### config.mk
export PLATFORM = sky130hd
export DESIGN_NAME = sm_add_arbiter
export DESIGN_NICKNAME = d
export VERILOG_FILES = /design/src/rtl/sm_pkg.sv /design/src/rtl/sm_add_core.sv /design/src/rtl/sm_add_arbiter.sv
export SDC_FILE = /design/constraint.sdc
export NUM_CORES = 1
export LEC_CHECK = 0
export BUFFER_PORTS_ARGS = -buffer_cell sky130_fd_sc_hd__buf_2
export CAP_MARGIN = 20
export CORE_MARGIN = 5
export CORE_UTILIZATION = 51
export DETAILED_ROUTE_END_ITERATION = 12
export PLACE_DENSITY = 0.8
export SYNTH_ARGS = -nofsm -noshare
export SYNTH_HDL_FRONTEND = slang
export SYNTH_SLANG_ARGS = --single-unit
### constraint.sdc
create_clock -name clk -period 2.13 [get_ports clk]
set_input_delay 0.213 -clock clk [delete_from_list [all_inputs] [get_ports clk]]
set_output_delay 0.213 -clock clk [all_outputs]
set_load 0.01 [all_outputs]
### src/rtl/sm_pkg.sv
// Shared types and helpers for the sign-magnitude add arbiter.
package sm_pkg;

  typedef enum logic [1:0] {
    IDLE = 2'd0,
    CALC = 2'd1,
    RESP = 2'd2
  } state_t;

  // Magnitude width of an n-bit sign-magnitude word (top bit is the sign).
  function automatic int mag_width(input int n);
    return n - 1;
  endfunction

endpackage

### src/rtl/sm_add_core.sv
// Combinational sign-magnitude adder; carries out of the magnitude flag overflow.
module sm_add_core
  import sm_pkg::*;
#(
  parameter int N = 4
) (
  input  logic [N-1:0] a,
  input  logic [N-1:0] b,
  output logic [N-1:0] sum,
  output logic         ovf
);

  localparam int M = mag_width(N);

  logic         sa;
  logic         sb;
  logic [M-1:0] ma;
  logic [M-1:0] mb;
  logic [M-1:0] mag;
  logic         sign;
  logic         carry;

  always_comb begin
    sa    = a[N-1];
    sb    = b[N-1];
    ma    = a[M-1:0];
    mb    = b[M-1:0];
    carry = 1'b0;
    mag   = '0;
    sign  = 1'b0;
    if (sa == sb) begin
      {carry, mag} = {1'b0, ma} + {1'b0, mb};
      sign         = sa;
    end else if (ma >= mb) begin
      mag  = ma - mb;
      sign = sa;
    end else begin
      mag  = mb - ma;
      sign = sb;
    end
    // Only a true zero becomes +0; a wrapped overflow keeps its sign.
    if ((mag == '0) && !carry) sign = 1'b0;
    sum = {sign, mag};
    ovf = carry;
  end

endmodule

### src/rtl/sm_add_arbiter.sv
// Round-robin arbiter that shares one sign-magnitude adder among NREQ requesters.
//
// state | meaning
// IDLE  | pick next valid requester round-robin, strobe its ready, capture operands
// CALC  | captured operands through the adder, result into response registers
// RESP  | hold response until rsp_ready
module sm_add_arbiter
  import sm_pkg::*;
#(
  parameter int N    = 4,
  parameter int NREQ = 4,
  parameter int IDW  = $clog2(NREQ)
) (
  input  logic              clk,
  input  logic              rst_n,
  input  logic [NREQ-1:0]   req_valid,
  input  logic [NREQ*N-1:0] req_a,
  input  logic [NREQ*N-1:0] req_b,
  output logic [NREQ-1:0]   req_ready,
  output logic              rsp_valid,
  output logic [IDW-1:0]    rsp_id,
  output logic [N-1:0]      rsp_sum,
  output logic              rsp_ovf,
  input  logic              rsp_ready,
  output logic              busy
);

  state_t         state;
  logic [IDW-1:0] last_grant;
  logic [N-1:0]   cap_a;
  logic [N-1:0]   cap_b;
  logic [IDW-1:0] cap_id;

  logic [N-1:0]   req_a_arr [NREQ];
  logic [N-1:0]   req_b_arr [NREQ];
  logic           grant_found;
  logic [IDW-1:0] grant_idx;
  logic [IDW-1:0] cand;
  logic [N-1:0]   core_sum;
  logic           core_ovf;

  for (genvar g = 0; g < NREQ; g++) begin : g_slice
    assign req_a_arr[g] = req_a[g*N +: N];
    assign req_b_arr[g] = req_b[g*N +: N];
  end

  // Search upward from the slot after the last grant, wrapping at NREQ.
  always_comb begin
    grant_found = 1'b0;
    grant_idx   = '0;
    cand        = '0;
    for (int i = 1; i <= NREQ; i++) begin
      cand = IDW'((int'(last_grant) + i) % NREQ);
      if (!grant_found && req_valid[cand]) begin
        grant_found = 1'b1;
        grant_idx   = cand;
      end
    end
  end

  always_comb begin
    req_ready = '0;
    if ((state == IDLE) && grant_found) req_ready[grant_idx] = 1'b1;
  end

  sm_add_core #(.N(N)) u_core (
    .a   (cap_a),
    .b   (cap_b),
    .sum (core_sum),
    .ovf (core_ovf)
  );

  always_ff @(posedge clk or negedge rst_n) begin
    if (!rst_n) begin
      state      <= IDLE;
      last_grant <= IDW'(NREQ - 1);
      cap_a      <= '0;
      cap_b      <= '0;
      cap_id     <= '0;
      rsp_valid  <= 1'b0;
      rsp_id     <= '0;
      rsp_sum    <= '0;
      rsp_ovf    <= 1'b0;
    end else begin
      case (state)
        IDLE: begin
          if (grant_found) begin
            cap_a      <= req_a_arr[grant_idx];
            cap_b      <= req_b_arr[grant_idx];
            cap_id     <= grant_idx;
            last_grant <= grant_idx;
            state      <= CALC;
          end
        end
        CALC: begin
          rsp_sum   <= core_sum;
          rsp_ovf   <= core_ovf;
          rsp_id    <= cap_id;
          rsp_valid <= 1'b1;
          state     <= RESP;
        end
        RESP: begin
          if (rsp_ready) begin
            rsp_valid <= 1'b0;
            state     <= IDLE;
          end
        end
        default: state <= IDLE;
      endcase
    end
  end

  assign busy = (state != IDLE);

endmodule

==> results.yml <==
run_status:
  outcome: "finished, final reports clean"
clocking:
  numClockSinks: 22
  cts_tree: "done"
  clockBufferDepth: 2
  clock_latency_ps: 320
  cts.reportedPaths.clkPinSlew_ps: 130
  root_buffer: "clkbuf_4"
  cts_made_buffers: 3
  h-tree-depth: 1
critical_path:
  worstSetupPathType: "flip-flop to output port"
  required_ps: 1920
  startpoint: "last_grant[1]$_DFFE_PN1P_"
  cp-start-kind: "flip-flop"
  timing.rr.start: "cap_a[2]$_DFFE_PN0P_"
  crit_end: "req_ready[2]"
  reg2reg_slack_ps: 160
  crit_arrival_ps: 1770
  cp-end-kind: "output port"
  r2r_cells: 6
  critPathMaxFanout: 7
  rr_endpoint: "rsp_sum[3]$_DFFE_PN0P_"
sta:
  setup_tns_ps: 0
  hold_ws_ps: 75.6
  final_hold_viol_count: 0
  rsz0062_at_grt: "false"
  maxSlewViolCount: 0
  setup_viol: 0
  period_share: 0.931
  max_freq_mhz: 504
  tightest_slew_ps: 564
  slew_headroom: 0.621
  finClkSkew_ps: 5.00
  post-route-min-period_ps: 1980
logic_synthesis:
  synth-xor-area-share: 0.0107
  synth_warnings: 0
  synth-edff-count: 0
  synth_compound_area_frac: 0.235
  synth-simple-area-share: 0.166
  synth_cells: 174
  synth_area_per_cell_um2: 9.42
  synth_top_family_by_area: "compound AO/OA/AOI/OAI gates"
  syn_area_um2: 1640
  synth-seq-cells: 22
  synth_fa_ha_area_frac: 0.0977
  async_flop_share: 1.00
  synthFlopType: "dfrtp_1"
  synth_seq_area_share: 0.337
  synth_cell_types: 41
  synth.mux.area_fraction: 0.0748
  synth_fp_nets: 224
detailed_routing:
  drc: 0
  wl_per_cell_um: 13.9
  routed_wl_um: 3860
  vias: 1492
  vias_per_cell: 5.37
  first_pass_iters: 5
  first_iter_violations: 59
  ant_nets: 0
die:
  pin_count: 52
  die_area_um2: 4450
  die_x_um: 66.7
  start_util: 0.533
  core_um2: 3080
  rows: 20
  die_height_um: 66.7
hold_path:
  min_path_type: "primary input to flip-flop"
final_layout:
  final_cells: 278
  drive_gt1_frac: 0.372
  final_cell_mix: "51 x buf_2, 20 x dfrtp_1, 18 x inv_1"
  nFillCells: 257
  diodes: 0
  final_net_count: 285
  layout_commonest_cell: "buf_2"
  syn2layout_area_growth_pct: 25.7
place:
  gp_congestion: 0.911
  dp.cells: 265
  numPortBuffers: 51
  dpl.hpwl_um: 2850
global_routing:
  grt_pass1_wl_um: 6260
  first_global_vias: 1400
  grt_max_degree: 23
  antenna_found_initial: 0
  grt_overflow: 0
  grt.total_usage: 0.183
power:
  leakage_nw: 1.09
  pwr_density_cell_nw_per_um2: 1550
  ir_drop_mv: 0.680
run:
  max_cap_violations: 0
[logic make-up after synthesis]
family,Yosys count
flops,22
fa+ha+maj,11
buf+inv,27
simple gates,54
xor+xnor,2
mux,12
compound gates,46
[critical path, stage by stage (launching register included)]
cell and delay (ps):
dfstp_2 620, nand2_1 70, a21oi_1 180, o221ai_2 160, buf_4 190, nor2_1 90
buf_2 130
[final cells by class]
cell class / count / area (µm²) / share of cell area
clock buffer: 3 / 22.5 / 0.0109
clock inverter: 1 / 30.0 / 0.0146
inverter: 18 / 67.6 / 0.0328
multi-input combinational: 126 / 977 / 0.474
sequential: 22 / 553 / 0.268
tap: 44 / 55.1 / 0.0267
timing repair buffer: 64 / 355 / 0.172
[cell usage after synthesis, types with 2 or more instances]
cell,instances,share of area
o211a_1,8,0.049
o21a_1,2,0.0092
nand2b_1,4,0.015
inv_1,18,0.041
mux2_2,2,0.014
nor3b_1,4,0.018
nor2_1,16,0.037
o21ai_0,10,0.031
ha_1,8,0.061
mux2i_1,10,0.061
a211oi_2,8,0.061
nor2b_1,3,0.011
dfrtp_1,20,0.31
a41oi_1,8,0.043
nand2_1,15,0.034
dfstp_2,2,0.032
fa_1,3,0.037
a21oi_1,4,0.012
clkbuf_1,3,0.0069
buf_6,3,0.021
buf_2,3,0.0092
[sequential cells by signal, summed over array words and instances, names as in the netlist]
| register | count |
|---|---|
| state | 2 |
| rsp_ovf | 1 |
| last_grant | 2 |
| cap_b | 4 |
| rsp_valid | 1 |
| cap_a | 4 |
| rsp_sum | 4 |
| cap_id | 2 |
| rsp_id | 2 |
[power by group]
| part | total [mW] | leakage (nW) | switching [mW] | internal [mW] |
|---|---|---|---|---|
| clock | 0.328 | 0.0279 | 0.138 | 0.190 |
| sequential | 0.833 | 0.252 | 0.187 | 0.646 |
| combinational | 2.03 | 0.808 | 1.10 | 0.926 |
| total | 3.19 | 1.09 | 1.43 | 1.76 |
[stage by stage]
stage | area, µm² | worst slack (ps) | total power, mW | util
4_1_cts | 2010 | 72.1 | 3.09 | 0.652
6_report | 2060 | 146 | 3.19 | 0.670
2_1_floorplan | 1640 | 338 | 2.24 | -
5_1_grt | 2060 | 12.8 | 3.48 | 0.670
3_5_place_dp | 1930 | 206 | 2.71 | 0.626
3_3_place_gp | 1930 | 256 | 2.66 | 0.626
[layer usage]
| layer | GRT usage | vias up | part of all wire | wire length (µm) |
|---|---|---|---|---|
| li1 | - | 747 | - | - |
| met1 | 0.237 | 674 | 0.45 | 1720 |
| met2 | 0.297 | 65 | 0.47 | 1830 |
| met3 | 0.0388 | 6 | 0.069 | 266 |
| met4 | 0.0711 | 0 | 0.011 | 44 |
| met5 | 0 | - | 0 | 0 |
[worst min path at each step]
stage / start / end / slack [ps] / depth (start not counted)
global placement: rst_n / rsp_valid$_DFFE_PN0P_ / 200 / 1
floorplan: rst_n / cap_a[0]$_DFFE_PN0P_ / -80 / 0
finish: rsp_ready / state[1]$_DFFE_PN0P_ / 80 / 2
global route: rsp_ready / state[1]$_DFFE_PN0P_ / 100 / 2
detailed placement: rst_n / rsp_sum[0]$_DFFE_PN0P_ / 200 / 1
CTS: rsp_ready / state[1]$_DFFE_PN0P_ / 70 / 2
[repair_timing]
item / CTS / global route
hold buffers: 1 / 0
resized for setup: 3 / 0
setup endpoints to repair: 3 / 2
setup buffers: 0 / 7
cloned: 1 / 0
pin swaps: 1 / 2
hold endpoints to repair: 20 / 0
No activity file was read; power rests on OpenSTA's default activity.
